### config.mk
export PLATFORM = sky130hd
export DESIGN_NAME = bkm_stim_gen
export DESIGN_NICKNAME = d
export VERILOG_FILES = /design/src/rtl/bkm_stim_pkg.sv /design/src/rtl/bkm_lfsr32.sv /design/src/rtl/bkm_stim_gen.sv
export SDC_FILE = /design/constraint.sdc
export NUM_CORES = 1
export LEC_CHECK = 0
export CORE_MARGIN = 2
export CORE_UTILIZATION = 45
export DETAILED_ROUTE_END_ITERATION = 12
export PLACE_DENSITY_LB_ADDON = 0.08
export SLEW_MARGIN = 40
export SYNTH_ARGS = -nofsm -noshare
export SYNTH_HDL_FRONTEND = slang
export SYNTH_SLANG_ARGS = --single-unit
### constraint.sdc
create_clock -name clk -period 1.69 [get_ports clk]
set_clock_uncertainty 0.15 [all_clocks]
set_input_delay 0.338 -clock clk [delete_from_list [all_inputs] [get_ports clk]]
set_output_delay 0.338 -clock clk [all_outputs]
set_load 0.005 [all_outputs]
### src/rtl/bkm_stim_pkg.sv
// ============================================================================
// Module   : bkm_stim_pkg
// Brief    : Shared types and constants for the BKM stimulus sequencer.
// Revision : 1.0 - initial release
// ============================================================================
`default_nettype none

package bkm_stim_pkg;

    typedef enum logic [2:0] {
        ST_IDLE   = 3'd0,
        ST_GEN    = 3'd1,
        ST_START  = 3'd2,
        ST_WAIT   = 3'd3,
        ST_CHECK  = 3'd4,
        ST_FINISH = 3'd5
    } state_t;

    // x^32 + x^22 + x^2 + x + 1, right-shifting Galois form
    localparam logic [31:0] C_LFSR_TAPS    = 32'h8020_0003;
    localparam logic [31:0] C_DEFAULT_SEED = 32'hACE1_0001;

    function automatic int cnt_width(input int n_tests);
        return $clog2(n_tests + 1);
    endfunction

endpackage

`default_nettype wire

### src/rtl/bkm_lfsr32.sv
// ============================================================================
// Module   : bkm_lfsr32
// Brief    : 32-bit right-shifting Galois LFSR with look-ahead next value.
// Revision : 1.0 - initial release
// ============================================================================
`default_nettype none

module bkm_lfsr32
    import bkm_stim_pkg::*;
(
    input  logic        clk,
    input  logic        srst,
    input  logic        enable,
    input  logic        advance,
    input  logic [31:0] seed,
    output logic [31:0] value,
    output logic [31:0] next_value
);

    logic [31:0] r_value;

    always_comb begin
        next_value = (r_value >> 1) ^ (r_value[0] ? C_LFSR_TAPS : 32'h0);
    end

    // An all-zero state would lock up the register, so a zero seed becomes 1
    always_ff @(posedge clk) begin
        if (srst) begin
            r_value <= (seed == 32'h0) ? 32'h1 : seed;
        end else if (enable && advance) begin
            r_value <= next_value;
        end
    end

    assign value = r_value;

endmodule

`default_nettype wire

### src/rtl/bkm_stim_gen.sv
// ============================================================================
// Module   : bkm_stim_gen
// Brief    : Stimulus sequencer issuing LFSR operand pairs to a BKM-step DUT.
//            Optional WAIT timeout enabled by defining BKM_STIM_TIMEOUT_EN.
// Revision : 1.0 - initial release
// ============================================================================
`default_nettype none

module bkm_stim_gen
    import bkm_stim_pkg::*;
#(
    parameter int          DATA_W  = 16,
    parameter int          N_TESTS = 1024,
    parameter int          TIMEOUT = 64,
    parameter logic [31:0] SEED    = C_DEFAULT_SEED,
    localparam int         CNT_W   = cnt_width(N_TESTS)
) (
    input  logic              clk,
    input  logic              srst,
    input  logic              enable,
    input  logic              run,
    input  logic              done,
    output logic              start,
    output logic              check,
    output logic [DATA_W-1:0] x_out,
    output logic [DATA_W-1:0] y_out,
    output logic [CNT_W-1:0]  test_cnt,
    output logic              busy,
    output logic              finished,
    output logic              timeout_err
);

    state_t             r_state;
    state_t             w_state_next;
    logic [DATA_W-1:0]  r_x;
    logic [DATA_W-1:0]  r_y;
    logic [CNT_W-1:0]   r_test_cnt;
    logic [31:0]        w_lfsr_next;
    logic [31:0]        w_unused_lfsr_value;
    logic               w_last_vector;
    logic               w_timeout_hit;

    bkm_lfsr32 u_lfsr (
        .clk        (clk),
        .srst       (srst),
        .enable     (enable),
        .advance    (r_state == ST_GEN),
        .seed       (SEED),
        .value      (w_unused_lfsr_value),
        .next_value (w_lfsr_next)
    );

    assign w_last_vector = (r_test_cnt == CNT_W'(N_TESTS - 1));

`ifdef BKM_STIM_TIMEOUT_EN
    localparam int WAIT_W = $clog2(TIMEOUT);

    logic [WAIT_W-1:0] r_wait_cnt;
    logic              r_timeout_err;

    assign w_timeout_hit = (r_wait_cnt == WAIT_W'(TIMEOUT - 1));

    // START is the only way into WAIT, so clearing there gives a fresh count
    always_ff @(posedge clk) begin
        if (srst) begin
            r_wait_cnt    <= '0;
            r_timeout_err <= 1'b0;
        end else if (enable) begin
            if (r_state == ST_START) begin
                r_wait_cnt <= '0;
            end else if (r_state == ST_WAIT) begin
                r_wait_cnt <= r_wait_cnt + WAIT_W'(1);
            end
            if (r_state == ST_WAIT && !done && w_timeout_hit) begin
                r_timeout_err <= 1'b1;
            end else if (r_state == ST_FINISH && run) begin
                r_timeout_err <= 1'b0;
            end
        end
    end

    assign timeout_err = r_timeout_err;
`else
    assign w_timeout_hit = 1'b0;
    assign timeout_err   = 1'b0;
`endif

    always_ff @(posedge clk) begin
        if (srst) begin
            r_state <= ST_IDLE;
        end else begin
            r_state <= w_state_next;
        end
    end

    always_comb begin
        w_state_next = r_state;
        if (enable) begin
            case (r_state)
                ST_IDLE:   if (run) w_state_next = ST_GEN;
                ST_GEN:    w_state_next = ST_START;
                ST_START:  w_state_next = ST_WAIT;
                ST_WAIT: begin
                    // done takes priority over a coincident timeout
                    if (done) begin
                        w_state_next = ST_CHECK;
                    end else if (w_timeout_hit) begin
                        w_state_next = ST_FINISH;
                    end
                end
                ST_CHECK:  w_state_next = w_last_vector ? ST_FINISH : ST_GEN;
                ST_FINISH: if (run) w_state_next = ST_GEN;
                default:   w_state_next = ST_IDLE;
            endcase
        end
    end

    always_comb begin
        start    = enable && (r_state == ST_START);
        check    = enable && (r_state == ST_CHECK);
        busy     = (r_state == ST_GEN) || (r_state == ST_START) ||
                   (r_state == ST_WAIT) || (r_state == ST_CHECK);
        finished = (r_state == ST_FINISH);
    end

    always_ff @(posedge clk) begin
        if (srst) begin
            r_x        <= '0;
            r_y        <= '0;
            r_test_cnt <= '0;
        end else if (enable) begin
            if (r_state == ST_GEN) begin
                r_x <= w_lfsr_next[DATA_W-1:0];
                r_y <= w_lfsr_next[31 -: DATA_W];
            end
            if (r_state == ST_CHECK) begin
                r_test_cnt <= r_test_cnt + CNT_W'(1);
            end else if (r_state == ST_FINISH && run) begin
                r_test_cnt <= '0;
            end
        end
    end

    assign x_out    = r_x;
    assign y_out    = r_y;
    assign test_cnt = r_test_cnt;

endmodule

`default_nettype wire

==> impl_metrics.yaml <==
synthesis:
  synthAdderAreaFrac_pct: 0.514
  ys_ff_latch: 55
  async_reset_ff_share_pct: 0
  yosysWarnings: 0
  synthSimpleGateAreaFrac_pct: 22.2
  netlist_instances: 298
  synth.avg_cell_area_um2: 8.17
  syn-cell-area_um2: 2440
  ys_seq_area_share_pct: 45.2
  ys_types: 42
  synth_xor_area_share_pct: 1.80
  synthMuxAreaShare_pct: 1.64
  synth_enable_flop_cells: 0
  ys.flop_type: "dfxtp_1"
  syn_nets: 304
  synth_top_family_by_area: "simple AND/OR/NAND/NOR gates"
  synth_compound_area_share_pct: 16.3
final_layout:
  fillers: 400
  postLayoutCellArea_um2: 3720
  final_cell_mix: "nand2_1 (60), buf_4 (38), clkdlybuf4s50_1 (33), dfxtp_2 (30), a21oi_1 (28)"
  antenna_cells: 0
  syn_to_final_growth_pct: 52.5
  drive_gt1_share_pct: 41.3
  final_common_cell: "nand2_1"
  fin_nets: 373
global_route:
  grt-ovfl-total: 0
  use_met3_pct: 4.65
  grt_busiest_layer: "met2"
  grtUsageTotal_pct: 21.0
  use_met1_pct: 28.4
  antenna_found_initial: 0
  grt_pass1_wl_um: 10100
  grt_pass1_vias: 2099
  grt_max_degree: 29
  grt_use_met2_pct: 34.2
power_and_ir_drop:
  switching_share_pct: 25.3
  power_density_nw_per_um2: 698
  p_seq_share_pct: 52.4
  leakage_uw: 0.00153
  comb_power_share_pct: 16.9
  p_sw_uw: 656
  ir_drop_v: 0.000677
  p_clk_share_pct: 30.7
  p_int_uw: 1940
  total_power_uw: 2590
place:
  port_buffers: 51
  dp_slack_ps: -467
  postPlaceCellArea_um2: 2990
  routabilityCongestion: 0.805
  dpl.hpwl_um: 3560
outcome:
  outcome: "finished, violations left"
  violations: "setup timing"
critical_path:
  cp_slowest_stage_delay_ps: 360
  cp.arrival_ps: 1740
  critical_path_buf_inv_count: 4
  path_max_fanout: 6
  crit_required_ps: 1720
  worstSetupPathType: "flop to flop"
  critPathTopFamily: "buffers and inverters"
  setup.worst_path.start_class: "flop"
  cp-end-kind: "flop"
  crit_chain: "buf_6, buf_6, nor4bb_4, buf_6, buf_12, and3_1, o21ai_1"
  crit_top_cell: "buf_6"
  slowest_stage: "dfxtp_4"
sta:
  finalSetupViolCount: 1
  slew_viol_final: 0
  period_share_pct: 101
  finalHoldWorstSlack_ps: 218
  fin_ws_ps: -23.7
  rsz0062_at_grt: "yes"
  fmax_mhz: 584
  final.min_clock_period_ps: 1710
  hold_viol_final: 0
clock_network:
  cts.sinks: 55
  clockRootBuffer: "clkbuf_8"
  clk_path_buf_depth: 2
  h-tree-depth: 2
  holdBufCountCts: 0
  cts_tree: "done"
  insertion_delay_ps: 300
  clkSlewWorstSetupHoldPaths_ps: 100
  cts_buffers: 5
die:
  initial_core_util_pct: 47.1
  coreArea_um2: 5170
  fp.dieH_um: 77.6
  die_width_um: 77.6
  ioPinCount: 53
  core.rowCount: 26
  die_area_um2: 6020
detailed_routing:
  wl_per_cell_um: 15.2
  wl_um: 6680
  drtIter0Drc: 155
  num_vias: 2335
  drc_errors: 0
  ant_nets: 0
  dr.pass1.iters: 4
  viasPerCell: 5.33
flow_run:
  max-cap-violations: 0
hold_path:
  hp-class: "input port to flop"
cells in the mapped netlist, drive strengths merged (2+ instances only):
cell     instances  area share (%)
a211oi           5             1.5
a21oi           39             8.0
a311oi           2            0.72
a31oi            2            0.51
buf             36              10
clkbuf           9             1.4
dfxtp           55              45
inv              5            0.77
mux2i            4             1.6
nand2           70              11
nand2b           3            0.77
nand3            6             1.2
nand3b           3            0.92
nand4            3            0.77
nand4bb          2            0.92
nor2             9             1.4
nor3             3            0.62
nor4             3            0.77
nor4bb           2            0.82
o211ai           6             1.8
o21ai            7             1.4
or2              3            0.77
or4              3            0.92
xnor2            3             1.1
xor2             2            0.72
flip-flops by register name, summed over array words and instances (netlist names):
name	count
u_lfsr.value	32
test_cnt	11
y_out	8
r_state	3
x_out	1
repair_timing:
| item | 4_1_cts | 5_1_grt |
|---|---|---|
| gates cloned | 3 | 2 |
| pin swaps | 8 | 23 |
| setup endpoints to repair | 32 | 79 |
| buffers inserted | 15 | 17 |
| gates resized for setup | 58 | 77 |
per-stage QoR:
stage	util (%)	setup TNS, ps	cells
finish	71.8	-23.7	438
global placement	57.8	-13920	397
floorplan	-	0	298
global route	71.8	-417	438
CTS	64.9	-170	421
detailed placement	57.8	-14820	397
cell type report:
cell class	count	area, um^2	share of cell area (%)
inverters	5	18.8	0.505
well taps	70	87.6	2.36
repair buffers	107	1090	29.3
clock buffers	8	100	2.69
multi-input cells	193	1250	33.5
flip-flops and latches	55	1180	31.6
kinds of logic (layout without fill, tap and decap cells):
| group | after synthesis | in the layout |
|---|---|---|
| simple gates | 115 | 115 |
| compound gates | 67 | 67 |
| flops | 55 | 55 |
| buf+inv | 50 | 120 |
| xor+xnor | 5 | 5 |
| mux | 4 | 4 |
| fa+ha+maj | 1 | 1 |
| other cells | 1 | 1 |
layer usage:
layer  vias up  share of wire [%]
li1       1136                  -
met2        61                 49
met5         -                  0
met4         0               0.69
met1      1132                 47
met3         6                3.6
final timing paths:
path	startpoint	end	slack, ps	depth (start not counted)
worst max-delay path	r_state[2]	u_lfsr.value[0]	-20	7
worst min-delay path	srst	test_cnt[6]	220	2
worst max register to register	r_state[2]	u_lfsr.value[0]	-20	7
worst min register to register	y_out[6]	y_out[6]	310	2
power groups by stage:
stage          sequential, uW  combinational [uW]  clock, uW
6_report                 1360                 438        795
5_1_grt                  1370                 473        866
4_1_cts                  1360                 380        808
2_1_floorplan            1390                 181          0
3_3_place_gp             1400                 300          0
3_5_place_dp             1400                 303          0
Power figures use the tool's default switching activity.
==> edit 1 (same flow settings) <==
The 6 states of `state_t` get a one-hot encoding in 6 bits.
--- a/src/rtl/bkm_stim_pkg.sv
+++ b/src/rtl/bkm_stim_pkg.sv
@@ -8,11 +8,11 @@
 package bkm_stim_pkg;
 
-    typedef enum logic [2:0] {
-        ST_IDLE   = 3'd0,
-        ST_GEN    = 3'd1,
-        ST_START  = 3'd2,
-        ST_WAIT   = 3'd3,
-        ST_CHECK  = 3'd4,
-        ST_FINISH = 3'd5
+    typedef enum logic [5:0] {
+        ST_IDLE   = 6'b000001,
+        ST_GEN    = 6'b000010,
+        ST_START  = 6'b000100,
+        ST_WAIT   = 6'b001000,
+        ST_CHECK  = 6'b010000,
+        ST_FINISH = 6'b100000
     } state_t;
 
Formal check against the unedited RTL: no difference found for any inputs over 10 cycles, from zero or initial values and one cycle with srst high; not proved beyond that.
==> edit 1 against the original RTL <==
- combinational power is 28% lower
- routed wire length is 0.96% higher
- via count is 3.5% higher
- power is 13% higher
- the flow still finishes with violations (setup timing)
- critical path type is now register to primary output
- area after synthesis is 4.7% higher
- cell area is 10% higher
- sequential cell count is 3 higher
- non-clock buffer count is 5 higher
- worst setup slack worse by 0.38 ns
==> edit 1: results <==
[power_and_ir_drop]
totalPowerFinal_w = 0.00292
ir_drop_mv = 0.643

[grt]
use_met1_pct = 25.4
globalRouteMet3Util_pct = 7.27
grtUsageMet2_pct = 33.7
grt_pass1_vias = 2211
grt_max_degree = 38
gr-usage-all-layers_pct = 20.7
grt_pass1_wl_mm = 10.2

[run_status]
status = finished, violations left
violations = setup timing

[logic_synthesis]
ys_seq_area_share_pct = 45.5
syn_area_per_cell_sq_um = 8.20
yosysUniqueCellTypes = 47
ys_top_cells_by_count = nand2_1, dfxtp_1, a21oi_1
synth.top_cell.area_share_pct = 45.5

[placement]
gp_congestion = 0.770
place_area_sq_um = 3160
dp.cells = 425
dp_hpwl_mm = 3.77

[drt]
routed_wl_mm = 6.74
m1WireLength_mm = 2.99
wl_met3_um = 314
wl_met2_mm = 3.40
first_iter_violations = 74

[clock_tree]
cts_htree_levels = 3
clkTransAtPathRegs_ns = 0.07
cts_buffers = 9
clk_latency_ns = 0.33

[critical_path]
crit_family = simple AND/OR/NAND/NOR gates
cp.arrival_ns = 1.61
crit_fanout = 4
r2r_slack_ns = -0.36
endpoint = finished
critical-path-max-stage-delay_ns = 0.56
r2r-start = r_state[0]
r2r_cells = 6

[timing]
layout_setup_ws_ns = -0.405
setup_viol = 62
setup_tns_ns = -10.84

[finish]
stdcell_count = 468
fin_nets = 397
drive_gt1_share_pct = 46.7
-- edit 1: changes by cell type in the layout (fill, tap and decap cells not counted), moves of 4 or more --
cell             change
a21oi_1             -10
a21oi_2             +12
buf_12               -4
buf_4                +4
clkdlybuf4s50_1     -24
clkinv_2             +4
dfxtp_2              +5
dfxtp_4              -5
dlymetal6s2s_1      +22
nand2_1             +11
nand2_2              -4
nor2_1               +4
o211ai_1             -5
o21ai_0              -6
-- edit 1: where the power goes --
part           switching [W]  leakage (nW)  internal (W)
registers          0.0000150         0.489       0.00138
clock network       0.000542        0.0958      0.000670
logic               0.000149          1.51      0.000165
-- edit 1: kinds of logic (layout without fill, tap and decap cells) --
family          Yosys count  count (layout)  share of synthesized area, %
compound gates           65              65                          15.1
mux                       4               4                          1.62
other cells               1               1                         0.147
buf+inv                  47             132                          11.1
flops                    58              58                          45.5
simple gates            130             130                          24.3
xor+xnor                  5               5                          1.72
fa+ha+maj                 1               1                         0.491
-- edit 1: how the worst min path moves through the flow --
stage	start	end	slack [ns]
after detailed placement	u_lfsr.value[21]	u_lfsr.value[20]	0.30
after CTS	srst	r_state[5]	0.19
final	srst	r_state[5]	0.22
after floorplan	u_lfsr.value[31]	u_lfsr.value[30]	0.28
after global placement	u_lfsr.value[29]	u_lfsr.value[28]	0.29
after global routing	srst	r_state[5]	0.22
-- edit 1: area by class of cell --
class                      instances  area [sq um]
fill                             407          1390
sequential                        58          1220
timing repair buffer             112          1160
clock inverter                     6          57.6
inverter                           4          15.0
multi-input combinational        206          1420
clock buffer                      10           128
tap                               72          90.1
-- edit 1: timing repair --
item                       CTS  global route
setup endpoints to repair   90            96
buffers inserted            13            10
hold endpoints to repair     0             0
gates cloned                 0             4
resized for setup           83            98
pin swaps                    8            14
==> edit 2 (config.mk and constraints unchanged) <==
Made on the original files. Add a define of `BKM_STIM_TIMEOUT_EN`.
--- a/src/rtl/bkm_stim_gen.sv
+++ b/src/rtl/bkm_stim_gen.sv
@@ -6,4 +6,6 @@
 // ============================================================================
 `default_nettype none
+
+`define BKM_STIM_TIMEOUT_EN
 
 module bkm_stim_gen
Function: same outputs for any inputs over 10 cycles, from zero or initial values and one cycle with srst high; that may be too few to reach the edited logic, so the function may still have changed.
==> edit 2 against the original RTL <==
- the run still ends with setup timing left
- sequential cell count increased by 7
- synthesized cell count is 9.1% higher
- sequential share of layout area down 1.9 points
- combinational power grew 30%
- via count rose by 11%
- core utilization is 3.8 points higher
- cell area grew 18%
- maximum frequency decreased by 6.0%
- die area is 9.3% higher
- worst setup slack got worse by 0.11 ns
- routed wire length is 12% higher
- area after synthesis is 9.8% higher
- power rose by 34%
- largest power group unchanged
==> edit 2: results <==
[run_status]
status = finished, violations left
violations = setup timing

[timing]
layout_setup_ws_ns = -0.133
setup_tns_ns = -4.08
setup_viol = 47

[logic_synthesis]
synth-xor-area-share_pct = 2.95
synth_compound_area_share_pct = 15.6
synth_fa_ha_area_share_pct = 0.936

[drt]
vias = 2588
viasPerCell = 5.27
m1WireLength_mm = 3.21
routed_wl_mm = 7.49
first_iter_violations = 161
dr.pass1.iters = 5
wl_met3_um = 269

[critical_path]
crit_fanout = 8
crit_family = simple AND/OR/NAND/NOR gates
critical-path-max-stage-delay_ns = 0.64
crit_slowest_cell = or4b_4

[clock_tree]
clk_latency_ns = 0.34

[placement]
io_buffer_count = 52

[finish]
n_all_buffers = 117
buffer_area_share_pct = 29.4
multi_input_area_share_pct = 33.8
area_growth_pct = 64.5

[grt]
globalRouteMet3Util_pct = 3.78
grtUsageMet2_pct = 35.7

[min_path]
hold_path_depth = 4
min_to = u_lfsr.value[23]
-- edit 2: through the flow --
stage / hold slack (ns) / util (%)
final: 0.255 / 75.6
after global routing: 0.268 / 75.6
after CTS: 0.248 / 66.8
after detailed placement: 0.297 / 57.4
after global placement: 0.290 / 57.4
after floorplan: 0.282 / -
-- edit 2: logic make-up after synthesis --
group           Yosys count
simple gates            130
xor+xnor                  9
flops                    62
buf+inv                  46
compound gates           74
mux                       2
fa+ha+maj                 2
-- edit 2: power by group through the flow --
stage	clock network, W	logic (W)	registers, W
finish	0.00135	0.000568	0.00155
global route	0.00142	0.000605	0.00155
CTS	0.00135	0.000471	0.00154
detailed placement	0	0.000364	0.00157
global placement	0	0.000362	0.00157
floorplan	0	0.000205	0.00156
-- edit 2: timing repair --
| action | CTS | global route |
|---|---|---|
| cloned | 5 | 6 |
| hold endpoints to repair | 0 | 0 |
| endpoints found under the setup margin | 85 | 83 |
| resized for setup | 95 | 108 |
| pin swaps | 20 | 36 |
| buffers inserted | 8 | 9 |
